File: config.mk
export PLATFORM = sky130hd
export DESIGN_NAME = csa_reduce_fifo_stage
export DESIGN_NICKNAME = d
export VERILOG_FILES = /design/src/rtl/csa_reduce_fifo_stage.sv
export SDC_FILE = /design/constraint.sdc
export NUM_CORES = 1
export LEC_CHECK = 0
export ABC_AREA = 1
export ABC_CLOCK_PERIOD_IN_PS = 9100
export BUFFER_PORTS_ARGS = -buffer_cell sky130_fd_sc_hd__buf_4
export CAP_MARGIN = 20
export CORE_UTILIZATION = 40
export CTS_BUF_LIST = sky130_fd_sc_hd__clkbuf_16
export DETAILED_ROUTE_END_ITERATION = 8
export GPL_ROUTABILITY_DRIVEN = 0
export PLACE_DENSITY = 0.66
export SLEW_MARGIN = 20
export SYNTH_ARGS = -nofsm -noshare
export SYNTH_HDL_FRONTEND = slang
export SYNTH_SLANG_ARGS = --single-unit
File: constraint.sdc
create_clock -name clk -period 9.1 [get_ports clk]
set_input_delay 0.455 -clock clk [delete_from_list [all_inputs] [get_ports clk]]
set_output_delay 0.455 -clock clk [all_outputs]
set_load 0.02 [all_outputs]
File: src/rtl/csa_reduce_fifo_stage.sv
// Carry-save reduction of NPP partial products to a (SUM, CARRY) pair, buffered
// with a sideband tag in a first-word-fall-through FIFO of DEPTH entries.
module csa_reduce_fifo_stage #(
  parameter int W      = 64,
  parameter int NPP    = 5,
  parameter int SIDE_W = 2,
  parameter int DEPTH  = 2
) (
  input  logic                         clk,
  input  logic                         reset,
  input  logic [NPP*W-1:0]             PP_RX0,
  input  logic [SIDE_W-1:0]            SIDE_RX0,
  input  logic                         X0X1_EMPTY_SX0,
  output logic                         X0X1_POP_SX1,
  input  logic                         FLUSH_SX1,
  input  logic                         X1X2_POP_SX2,
  output logic [W-1:0]                 SUM_RX1,
  output logic [W-1:0]                 CARRY_RX1,
  output logic [SIDE_W-1:0]            SIDE_RX1,
  output logic                         X1X2_EMPTY_SX1,
  output logic                         X1X2_FULL_SX1,
  output logic [$clog2(DEPTH+1)-1:0]   X1X2_COUNT_SX1
);

  localparam int CW = $clog2(DEPTH + 1);
  localparam int PW = (DEPTH > 1) ? $clog2(DEPTH) : 1;

  logic [W-1:0] sum_c;
  logic [W-1:0] carry_c;

  generate
    if (NPP == 2) begin : g_pass
      assign sum_c   = PP_RX0[0 +: W];
      assign carry_c = PP_RX0[W +: W];
    end else begin : g_csa
      logic [W-1:0] s_st [NPP-2];
      logic [W-1:0] c_st [NPP-2];
      for (genvar k = 0; k < NPP - 2; k++) begin : g_stage
        logic [W-1:0] a;
        logic [W-1:0] b;
        logic [W-1:0] d;
        logic [W-1:0] maj;
        if (k == 0) begin : g_first
          assign a = PP_RX0[0 +: W];
          assign b = PP_RX0[W +: W];
        end else begin : g_next
          assign a = s_st[k-1];
          assign b = c_st[k-1];
        end
        assign d       = PP_RX0[(k+2)*W +: W];
        assign maj     = (a & b) | (a & d) | (b & d);
        assign s_st[k] = a ^ b ^ d;
        // Carry has twice the weight of the sum bit; the MSB carry falls off.
        assign c_st[k] = maj << 1;
      end
      assign sum_c   = s_st[NPP-3];
      assign carry_c = c_st[NPP-3];
    end
  endgenerate

  logic [W-1:0]      mem_sum   [DEPTH];
  logic [W-1:0]      mem_carry [DEPTH];
  logic [SIDE_W-1:0] mem_side  [DEPTH];
  logic [PW-1:0]     rd_ptr;
  logic [PW-1:0]     wr_ptr;
  logic [CW-1:0]     count;
  logic              empty;
  logic              full;
  logic              pop_int;
  logic              push;

  function automatic logic [PW-1:0] ptr_inc(input logic [PW-1:0] p);
    return (p == PW'(DEPTH - 1)) ? '0 : p + 1'b1;
  endfunction

  assign empty   = (count == '0);
  assign full    = (count == CW'(DEPTH));
  assign pop_int = X1X2_POP_SX2 & ~empty;
  assign push    = ~reset & ~X0X1_EMPTY_SX0 & (~full | pop_int) & ~FLUSH_SX1;

  always_ff @(posedge clk) begin
    if (reset || FLUSH_SX1) begin
      rd_ptr <= '0;
      wr_ptr <= '0;
      count  <= '0;
    end else begin
      if (push)    wr_ptr <= ptr_inc(wr_ptr);
      if (pop_int) rd_ptr <= ptr_inc(rd_ptr);
      case ({push, pop_int})
        2'b10:   count <= count + CW'(1);
        2'b01:   count <= count - CW'(1);
        default: count <= count;
      endcase
    end
  end

  // Storage is not reset; the head is only meaningful while not empty.
  always_ff @(posedge clk) begin
    if (push) begin
      mem_sum[wr_ptr]   <= sum_c;
      mem_carry[wr_ptr] <= carry_c;
      mem_side[wr_ptr]  <= SIDE_RX0;
    end
  end

  assign X0X1_POP_SX1   = push;
  assign SUM_RX1        = mem_sum[rd_ptr];
  assign CARRY_RX1      = mem_carry[rd_ptr];
  assign SIDE_RX1       = mem_side[rd_ptr];
  assign X1X2_EMPTY_SX1 = empty;
  assign X1X2_FULL_SX1  = full;
  assign X1X2_COUNT_SX1 = count;

endmodule

==> results list <==
- Run status: completed
- For this run, the slowest stage of the critical path takes 0.88 ns.
* Detailed Route Iter0 Violations: 316
* Top post-synthesis cells by area: edfxtp_1 57%, fa_1 27%, mux2_2 11%, inv_1 1.6%, buf_6 1.1%
- Traced cell by cell, the critical path runs through buf_4 -> mux2_2 -> buf_4.
- For the worst-skew pair, the clock arrives at the later sink with an insertion delay of 0.53 ns.
- Summed over all failing endpoints, the final setup total negative slack is 0 ns.
* Sequential cell area fraction in the yosys report: 0.575
- Share of Yosys cell area claimed by the top area cell type: 0.567
- Crit share post-route: 0.385
- The most used flip-flop cell after synthesis is edfxtp_1.
- Of the total power, the share spent switching nets is 0.251.
- Data required time of the critical path: 8.65 ns
- Yosys printed 0 warnings.
- The initialized floorplan defines 67 standard-cell rows.
- Final Skew: 0.00521 ns
- The max-slew violation total from the final report is 0.
- For this run, the total global-route usage over all layers was measured as 0.179.
- Of the total power, combinational logic draws 0.227.
- Number of synthesized flops with an enable pin: 258
- Post-DR wirelength/cell: 18.8 um
- Setup repair after global routing left no endpoint under its margin.
- Switching Power: 0.000834 W
- Setup violations remaining at the end of the flow were counted as 0.
- Based on the critical path, the design can be clocked at up to between 200 and 300 MHz.
- Count of input and output buffers: between 400 and 500
* Part of the power in registers: 0.451
* Total internal power: 0.00249 W
- TritonCTS built the clock tree.
- Data on the critical path arrives at its endpoint at 3.05 ns.
- Averaged over all synthesized cells, the footprint is 19.5 sq um.
* Largest fanout of any net on the critical path: 72
* Post-route minimum period: between 3 and 4 ns
* Most common cell in the netlist: edfxtp_1
- Top cell family by delay on the critical path: buffers and inverters
* Count of antenna-violating nets left after detailed routing: 0
- Slew at the pin closest to its max-slew limit: 1.08 ns
* GRT overflow: 0
* Summed instance area of the synthesized netlist: between 10000 and 15000 sq um
- Highest ir drop seen on vdd: about 0.14 mV
- Crit-path slowest cell: buf_4
- The number of global-route vias before repair came to 8584.
- First-pass iteration count of the detailed router: 4
* Die width: 187 um
- In the synthesized netlist the async set-or-reset flop fraction comes to 0.
- Area added between synthesis and finish: 35.0%
- Critical path launch point type: flop
- Half-perimeter wire length of the detailed placement result: 23900 um
- The worst setup path is captured at an output port.
- Type of the worst setup path: reg2out
- Top post-synthesis cells by count: 258 x edfxtp_1, 187 x fa_1, 129 x mux2_2
- Smallest hold slack: 0.110 ns
* Post-synthesis instance total: 700
* Placeable core area: 33500 sq um
- The number of antenna violations at the first check in global routing was 0.
- Die span in y: ~190 um
- In the final design database the tool counted 1696 nets.
* First-pass GRT wire length: 47700 um
- Starting density of the core: 0.407
* Maximum number of pins on one net before global-route repair: 73
* # hold bufs at CTS: 0
* Fill cell count: roughly 2800
- Number of max-capacitance violations reported: 0
* PwrDens: roughly 180 nW/um^2
- Antenna diode instance count: 0
* Synth unique cells: 19
- Synthesis produced a netlist with a net count of about 1200.
- Avg Vias per Cell: 4.62
- Counting stages on the worst path, the most repeated cell is buf_4.
- Gates resized during post-CTS repair numbered 0.
- Routed via count: 7619
* Worst min-delay path category: in2reg
* Number of buffers created by CTS: 28
- Proportion of layout cells with a drive suffix above 1: 0.528
- In the routed design, unresolved DRC markers number 0.
* Worst Path Buf+Inv: 2
* Sinks on the clock net: 263
- Measured against its own limit, the worst slew margin works out to 0.279.
- Clock-pin slew was measured on the worst setup and hold paths at 0.06 ns.
- The final layout contains routed wiring with a total length of just over 30000 um.
- Count of state elements after synthesis: 263
* Clk root buf: clkbuf_16
- Library cell occupying the most area in the post-synthesis netlist: edfxtp_1
- No sink is reached through more buffers than the 3 on the longest clock path.
* Leakage: 7.32 nW
- Die footprint: about 35000 sq um
- 462 I/O pins were placed.
- The final number of hold-violating endpoints is 0.
- Clock share of power: 0.322
- Number of post-CTS setup repair buffers: 0
- In this run the number of H-tree levels came out at 1.
[layout make-up]
class | count | area [sq um] | area share
multi-input cells | 365 | 5440 | 0.295
clock buffers | 29 | 726 | 0.0394
repair buffers | 464 | 3480 | 0.189
flip-flops and latches | 263 | 7850 | 0.426
well taps | 448 | 561 | 0.0304
clock inverters | 22 | 146 | 0.00794
inverters | 57 | 219 | 0.0119
[stage by stage]
stage / power (W) / cell area [sq um] / setup WS, ns / cells / util
2_1_floorplan: 0.00192 / 13700 / 2.22 / 700 / -
3_3_place_gp: 0.00225 / 17600 / 5.86 / 1597 / 0.524
3_5_place_dp: 0.00229 / 17600 / 5.78 / 1597 / 0.524
4_1_cts: 0.00337 / 18400 / 5.50 / 1648 / 0.550
5_1_grt: 0.00349 / 18400 / 5.42 / 1648 / 0.550
6_report: 0.00332 / 18400 / 5.60 / 1648 / 0.550
[registers in the layout, summed over array words and instances (netlist names), named ones only]
register	flops
mem_sum	128
mem_carry	126
mem_side	4
X1X2_COUNT_SX1	2
rd_ptr	1
wr_ptr	1
[final timing paths]
kind	from	to	slack (ns)	cells past startpoint
min reg2reg	rd_ptr	rd_ptr	0.47	1
min	SIDE_RX0[0]	mem_side[0][0]	0.11	1
max reg2reg	X1X2_COUNT_SX1[0]	mem_sum[0][38]	6.15	6
max	flop	CARRY_RX1[4]	5.60	3
[power groups by stage]
| stage | Clock, W | Combinational [W] | Sequential (W) |
|---|---|---|---|
| finish | 0.00107 | 0.000752 | 0.00150 |
| global route | 0.00115 | 0.000846 | 0.00150 |
| CTS | 0.00110 | 0.000772 | 0.00150 |
| detailed placement | 0 | 0.000763 | 0.00152 |
| global placement | 0 | 0.000732 | 0.00152 |
| floorplan | 0 | 0.000393 | 0.00152 |
[cell usage in the layout, fill, tap and decap left out, types with 2 or more instances in the layout]
cell,count
clkinv_1,8
nand3_1,3
nand4_1,2
o21ai_0,2
buf_4,464
nand2_1,20
fa_1,187
mux2_2,129
inv_1,62
ha_1,3
clkbuf_16,29
a21oi_1,3
clkinv_2,5
dfxtp_1,4
edfxtp_1,258
bufinv_16,2
nor2_1,11
[routing by layer]
| layer | wire length (um) | vias up | GRT usage | share of wire |
|---|---|---|---|---|
| li1 | - | 3424 | - | - |
| met1 | 11400 | 3848 | 0.210 | 0.37 |
| met2 | 16600 | 310 | 0.326 | 0.54 |
| met3 | 2360 | 37 | 0.0461 | 0.076 |
| met4 | 597 | 0 | 0.0422 | 0.019 |
| met5 | 0 | - | 0 | 0 |
[cells by family after synthesis]
logic type      after synthesis  share of synthesized area
flops                       263                      0.575
fa+ha+maj                   190                      0.277
mux                         129                      0.106
buf+inv                      72                     0.0273
simple gates                 38                     0.0113
compound gates                6                    0.00238
other cells                   1                   0.000275
xor+xnor                      1                   0.000642
Note: power is estimated with default switching activity, not from simulation.
